`src/rtl/clock_set_pkg.sv`:
```
// clock_set_pkg: shared states, field codes and range limits for the time-set controller
package clock_set_pkg;
    typedef enum logic [2:0] {ST_RUN, ST_EDIT_H, ST_EDIT_M, ST_EDIT_S, ST_COMMIT} state_t;
    localparam logic [1:0] FLD_NONE = 2'b00;
    localparam logic [1:0] FLD_HOUR = 2'b01;
    localparam logic [1:0] FLD_MIN  = 2'b10;
    localparam logic [1:0] FLD_SEC  = 2'b11;
    localparam int SEC_W = 6;
    localparam int MIN_W = 6;
    localparam int HR_W  = 5;
    localparam logic [SEC_W-1:0] SEC_MAX  = 6'd59;
    localparam logic [MIN_W-1:0] MIN_MAX  = 6'd59;
    localparam logic [HR_W-1:0]  HR24_MAX = 5'd23;
    localparam logic [HR_W-1:0]  HR12_MAX = 5'd11;
endpackage

```
`src/rtl/time_field_step.sv`:
```
// time_field_step: wrap-around increment/decrement of one time field; inc and dec together cancel
module time_field_step (
    input  logic [5:0] value,
    input  logic [5:0] max,
    input  logic       inc,
    input  logic       dec,
    output logic [5:0] nxt
);
    assign nxt = (inc && !dec) ? ((value >= max) ? 6'd0 : value + 6'd1) :
                 (dec && !inc) ? ((value == 6'd0) ? max : value - 6'd1) : value;
endmodule

```
`src/rtl/clock_set_ctrl.sv`:
```
// clock_set_ctrl: button-driven hour/minute/second edit with preset load and inactivity timeout
// Optional CLOCK_SET_AUTO_REPEAT_EN adds hold-to-repeat stepping on inc/dec.
module clock_set_ctrl
    import clock_set_pkg::*;
#(
    parameter int TIMEOUT_TICKS = 10,
    parameter int REPEAT_DLY    = 500,
    parameter int REPEAT_RATE   = 100
) (
    input  logic       clk,
    input  logic       reset,
    input  logic       tick,
    input  logic       mode,
    input  logic       btn_set,
    input  logic       btn_inc,
    input  logic       btn_dec,
    input  logic [5:0] cur_s,
    input  logic [5:0] cur_m,
    input  logic [4:0] cur_h,
    output logic [5:0] set_s,
    output logic [5:0] set_m,
    output logic [4:0] set_h,
    output logic       load,
    output logic       editing,
    output logic [1:0] field,
    output logic       blink
);
    localparam int TW = $clog2(TIMEOUT_TICKS + 1);

    state_t          state_q, state_d;
    logic [4:0]      set_h_q, set_h_d;
    logic [5:0]      set_m_q, set_m_d, set_s_q, set_s_d;
    logic [TW-1:0]   tcnt_q, tcnt_d;
    logic            blink_q, blink_d;
    logic            btn_set_q, btn_inc_q, btn_dec_q;
    logic            press_set, press_inc, press_dec, rep_inc, rep_dec;
    logic [5:0]      fval, fmax, fnxt;
    logic            edit_next;

    assign press_set = btn_set & ~btn_set_q;
    assign press_inc = btn_inc & ~btn_inc_q;
    assign press_dec = btn_dec & ~btn_dec_q;

    assign editing = state_q == ST_EDIT_H || state_q == ST_EDIT_M || state_q == ST_EDIT_S;
    assign field   = state_q == ST_EDIT_H ? FLD_HOUR : state_q == ST_EDIT_M ? FLD_MIN :
                     state_q == ST_EDIT_S ? FLD_SEC : FLD_NONE;
    assign load    = state_q == ST_COMMIT;
    assign set_h   = set_h_q;
    assign set_m   = set_m_q;
    assign set_s   = set_s_q;
    assign blink   = blink_q;

`ifdef CLOCK_SET_AUTO_REPEAT_EN
    localparam int RL = REPEAT_DLY > REPEAT_RATE ? REPEAT_DLY : REPEAT_RATE;
    localparam int RW = $clog2(RL + 1);
    logic [RW-1:0] rcnt_q, rcnt_d;
    logic          armed_q, armed_d, alone, fire;
    assign alone   = btn_inc ^ btn_dec;
    assign fire    = alone && rcnt_q == (armed_q ? RW'(REPEAT_RATE) : RW'(REPEAT_DLY));
    assign rep_inc = editing && fire && btn_inc;
    assign rep_dec = editing && fire && btn_dec;
    // hold counter: first step after REPEAT_DLY, then one every REPEAT_RATE until release
    always_comb begin
        rcnt_d  = !alone ? '0 : fire ? RW'(1) : rcnt_q + RW'(1);
        armed_d = alone && (armed_q || fire);
    end
    // repeat counter registers
    always_ff @(posedge clk) begin
        if (!reset) begin
            rcnt_q  <= '0;
            armed_q <= 1'b0;
        end else begin
            rcnt_q  <= rcnt_d;
            armed_q <= armed_d;
        end
    end
`else
    assign rep_inc = 1'b0;
    assign rep_dec = 1'b0;
`endif

    assign fval = state_q == ST_EDIT_H ? {1'b0, set_h_q} : state_q == ST_EDIT_M ? set_m_q : set_s_q;
    assign fmax = state_q == ST_EDIT_H ? {1'b0, mode ? HR12_MAX : HR24_MAX} :
                  state_q == ST_EDIT_M ? MIN_MAX : SEC_MAX;

    time_field_step u_step (
        .value (fval),
        .max   (fmax),
        .inc   (press_inc | rep_inc),
        .dec   (press_dec | rep_dec),
        .nxt   (fnxt)
    );

    // next state, edit registers and timeout; a set press takes precedence over any step
    always_comb begin
        state_d = state_q;
        set_h_d = set_h_q;
        set_m_d = set_m_q;
        set_s_d = set_s_q;
        tcnt_d  = tcnt_q;
        case (state_q)
            ST_RUN: begin
                if (press_set) begin
                    state_d = ST_EDIT_H;
                    set_h_d = (mode && cur_h > HR12_MAX) ? cur_h - 5'd12 : cur_h;
                    set_m_d = cur_m;
                    set_s_d = cur_s;
                    tcnt_d  = '0;
                end
            end
            ST_EDIT_H, ST_EDIT_M, ST_EDIT_S: begin
                if (press_set)
                    state_d = state_q == ST_EDIT_H ? ST_EDIT_M : state_q == ST_EDIT_M ? ST_EDIT_S : ST_COMMIT;
                else if (state_q == ST_EDIT_H)
                    set_h_d = fnxt[4:0];
                else if (state_q == ST_EDIT_M)
                    set_m_d = fnxt;
                else
                    set_s_d = fnxt;
                if (mode && set_h_q > HR12_MAX)
                    set_h_d = '0;
                if (press_set || press_inc || press_dec || rep_inc || rep_dec)
                    tcnt_d = '0;
                else if (tick) begin
                    if (tcnt_q == TW'(TIMEOUT_TICKS - 1)) begin
                        state_d = ST_RUN;
                        tcnt_d  = '0;
                    end else
                        tcnt_d = tcnt_q + TW'(1);
                end
            end
            default: state_d = ST_RUN;
        endcase
        edit_next = state_d == ST_EDIT_H || state_d == ST_EDIT_M || state_d == ST_EDIT_S;
        blink_d   = edit_next ? blink_q ^ tick : 1'b0;
    end

    // state, edit and edge registers
    always_ff @(posedge clk) begin
        if (!reset) begin
            state_q   <= ST_RUN;
            set_h_q   <= '0;
            set_m_q   <= '0;
            set_s_q   <= '0;
            tcnt_q    <= '0;
            blink_q   <= 1'b0;
            btn_set_q <= 1'b0;
            btn_inc_q <= 1'b0;
            btn_dec_q <= 1'b0;
        end else begin
            state_q   <= state_d;
            set_h_q   <= set_h_d;
            set_m_q   <= set_m_d;
            set_s_q   <= set_s_d;
            tcnt_q    <= tcnt_d;
            blink_q   <= blink_d;
            btn_set_q <= btn_set;
            btn_inc_q <= btn_inc;
            btn_dec_q <= btn_dec;
        end
    end
endmodule

```
`config.mk`:
```
export PLATFORM = sky130hd
export DESIGN_NAME = clock_set_ctrl
export DESIGN_NICKNAME = d
export VERILOG_FILES = /design/src/rtl/clock_set_pkg.sv /design/src/rtl/time_field_step.sv /design/src/rtl/clock_set_ctrl.sv
export SDC_FILE = /design/constraint.sdc
export NUM_CORES = 1
export LEC_CHECK = 0
export CAP_MARGIN = 20
export CORE_UTILIZATION = 47
export DETAILED_ROUTE_END_ITERATION = 8
export PLACE_DENSITY_LB_ADDON = 0.2
export SLEW_MARGIN = 5
export SYNTH_ARGS = -nofsm -noshare
export SYNTH_HDL_FRONTEND = slang
export SYNTH_HIERARCHICAL = 1
export SYNTH_SLANG_ARGS = --single-unit
```
`constraint.sdc`:
```
create_clock -name clk -period 3.7 [get_ports clk]
set_input_delay 0.925 -clock clk [delete_from_list [all_inputs] [get_ports clk]]
set_output_delay 0.925 -clock clk [all_outputs]
set_load 0.01 [all_outputs]
```
==> flow_summary.toml <==
[run_status]
outcome = "complete, no violations"

[grt]
grt.busiest_layer = "met2"
grtUsageTotal_pct = 26.1
antenna_found_initial = 0
grt_pass1_vias = 2198
grt_use_met1_pct = 36.2
grtUsageMet2_pct = 40.4
globalRoute.totalOverflow = 0
grt_start_max_net_pins = 22
grt_pass1_wl_um = 10900
grtUsageMet3_pct = 3.16

[drt]
post_drt_via_cell_ratio = 5.90
vias = 2467
ant_nets = 0
drc_errors = 0
routedWlPerCell_um = 16.1
wl_um = 6720
first_iter_violations = 247
first_pass_iters = 4

[worst_setup_path]
cp-end-kind = "flip-flop"
ff2ff_path_depth = 13
crit_buf_inv = 1
reg2reg_from = "state_q[1]$_SDFF_PN0_"
cp.required_ns = 3.84
crit_family = "compound AO/OA/AOI/OAI gates"
crit_path_start = "state_q[1]$_SDFF_PN0_"
r2r_setup_slack_ns = 0.28
critPathLaunchType = "flip-flop"
cpPeakStageDelay_ns = 0.53
path_max_fanout = 10
crit_cells = 13
critPathSlowestCell = "dfxtp_1"
r2r_end = "set_h[2]$_SDFFE_PN0P_"
worstPathCellList = "nor2b_1, nand2b_1, o22ai_1, a21oi_1, inv_1, ha_1, nor4b_2, mux2_1, a32oi_1, o221ai_2, o21a_1, o21ai_0, a311oi_1"
endpoint = "set_h[2]$_SDFFE_PN0P_"
arrival_ns = 3.56
critPathKind = "reg -> reg"

[logic_synthesis]
synth_area_mm2 = 0.00243
synth_edf_count = 0
seq_area_frac_synth_pct = 23.1
synth_compound_area_share_pct = 32.2
syn_inst = 302
synth_area_per_cell_um2 = 8.05
synthArstFlopShare_pct = 0
synthMuxAreaShare_pct = 4.63
ys_ff_latch = 28
synthXorXnorAreaFrac_pct = 3.30
synthAdderAreaFrac_pct = 6.69
yosys_warnings = 6
synth_flop_cell = "dfxtp_1"
synth.distinct_cells = 63
synth-simple-area-share_pct = 21.8
synth_top_family_by_area = "compound AO/OA/AOI/OAI gates"

[timing]
fin_setup_tns_ns = 0
max_freq_mhz = 292
hold_viol = 0
slew_headroom_pct = 44.1
finalClockSkew_ns = 0.00726
max_slew.worst_pin.slew_ns = 0.816
period_share_pct = 92.4
rsz0062_at_grt = "false"
fin_crit_ns = 3.42
setup-violations-final = 0
slew_violations = 0

[pwr]
power_density_mw_per_mm2 = 346
switching_share_pct = 37.6
netSwitchingPower_mw = 0.395
combinationalPowerShare_pct = 47.4
intPower_mw = 0.656
irDropWorstVdd_mv = 0.226
pwr-share-clk_pct = 18.5
seqPwrFrac_pct = 34.2
leakage_nw = 1.23

[clock_tree]
cts-hold-fix-buffers = 0
cts.htree.levels = 1
cts_made_buffers = 3
cts_root_buffer = "clkbuf_8"
cts_tree = "built"
cts_buffer_depth = 2
post_cts_resized = 0
worstSkewPairLatency_ns = 0.28
clk_pin_slew_ns = 0.10
cts_sinks = 28
post_cts_buffers = 0

[layout]
final_common_cell = "clkdlybuf4s50_1"
num_antenna_cells = 0
area_growth_pct = 25.1
drive_gt1_share_pct = 10.8
layout.nets = 389
layout.cells.non_filler = 418
layout_common_cells = "clkdlybuf4s50_1 (45), a21oi_1 (32), dfxtp_1 (28)"

[flow_run]
max-cap-violations = 0

[placed_design]
dpl.cell_count = 414
hpwlAfterDp_um = 5240
port_buffers = 45
gp_congestion = 0.972

[die]
core_area_mm2 = 0.00485
fp.dieW_um = 73.9
start_util_pct = 50.1
dieArea_mm2 = 0.00546
io_pins = 46
rows = 25
fp.dieH_um = 73.9

[worst_hold_path]
hold_class = "reg -> reg"
## metrics by stage
step | hold WS, ns | worst slack [ns] | total power [mW] | instance area, um^2 | util, %
2_1_floorplan | 0.474 | 0.487 | 0.682 | 2440 | -
3_3_place_gp | 0.492 | 0.217 | 0.854 | 2980 | 61.5
3_5_place_dp | 0.504 | 0.133 | 0.855 | 2980 | 61.5
4_1_cts | 0.518 | 0.300 | 1.05 | 3040 | 62.7
5_1_grt | 0.527 | 0.0840 | 1.12 | 3040 | 62.7
6_report | 0.520 | 0.280 | 1.05 | 3040 | 62.7
## synthesized netlist by cell type, drive strengths merged, types with 4 or more instances
library cell,n,area (um^2)
a21oi,32,160
dfxtp,28,561
nand2,24,90.1
inv,21,78.8
o21ai,16,83.8
ha,13,163
a311oi,12,105
buf,12,88.8
o22ai,12,75.1
nand2b,11,83.8
nand3,10,50.1
mux2i,9,90.1
nor2,9,36.3
a31oi,8,50.1
and2,8,53.8
clkbuf,8,30.0
or3,8,50.1
xnor2,6,71.3
a21o,5,37.5
o21a,5,37.5
o221ai,4,47.6
## tightest hold or removal path, stage by stage (launching register included)
cell     delay [ns]
dfxtp_1        0.35
o21ai_0        0.08
a21oi_1        0.06
## how the worst min path moves through the flow
stage,startpoint,end,cells past startpoint
3_3_place_gp,set_s[4]$_SDFFE_PN0P_,set_s[4]$_SDFFE_PN0P_,2
2_1_floorplan,tcnt_q[1]$_SDFFE_PN0P_,tcnt_q[1]$_SDFFE_PN0P_,2
3_5_place_dp,set_s[4]$_SDFFE_PN0P_,set_s[4]$_SDFFE_PN0P_,2
4_1_cts,set_s[4]$_SDFFE_PN0P_,set_s[4]$_SDFFE_PN0P_,2
5_1_grt,set_s[4]$_SDFFE_PN0P_,set_s[4]$_SDFFE_PN0P_,2
6_report,set_s[4]$_SDFFE_PN0P_,set_s[4]$_SDFFE_PN0P_,2
## sequential cells by signal, summed over array words and instances (netlist names)
register / cells
btn_set_q: 1
blink: 1
set_s: 6
set_m: 6
tcnt_q: 4
btn_dec_q: 1
set_h: 5
btn_inc_q: 1
state_q: 3
## layout make-up
| type | count | area [um^2] |
|---|---|---|
| Multi-Input combinational cell | 236 | 1680 |
| Fill cell | 440 | 1810 |
| Timing Repair Buffer | 62 | 578 |
| Tap cell | 67 | 83.8 |
| Clock buffer | 4 | 55.1 |
| Sequential cell | 28 | 561 |
| Inverter | 21 | 78.8 |
## power groups by stage
stage          logic [mW]  registers, mW  clock network, mW
2_1_floorplan       0.318          0.364                  0
3_3_place_gp        0.490          0.364                  0
3_5_place_dp        0.490          0.365                  0
5_1_grt             0.547          0.362              0.210
4_1_cts             0.493          0.358              0.202
6_report            0.498          0.359              0.194
## logic make-up (layout without fill, tap and decap cells)
family / Yosys count / in the layout
xor gates and xnor gates: 7 / 7
adders and majority gates: 13 / 13
DFF: 28 / 28
and+or+nand+nor: 88 / 88
AOI/OAI and AO/OA: 113 / 113
buffers and inverters: 41 / 87
other: 1 / 4
muxes: 11 / 11
## metal layers
metal / vias to the layer above / wire length (um) / share of wire [%]
li1: 1223 / - / -
met1: 1149 / 3090 / 46
met2: 81 / 3090 / 46
met3: 14 / 338 / 5.0
met4: 0 / 202 / 3.0
met5: - / 0 / 0
Power figures use the tool's default switching activity.
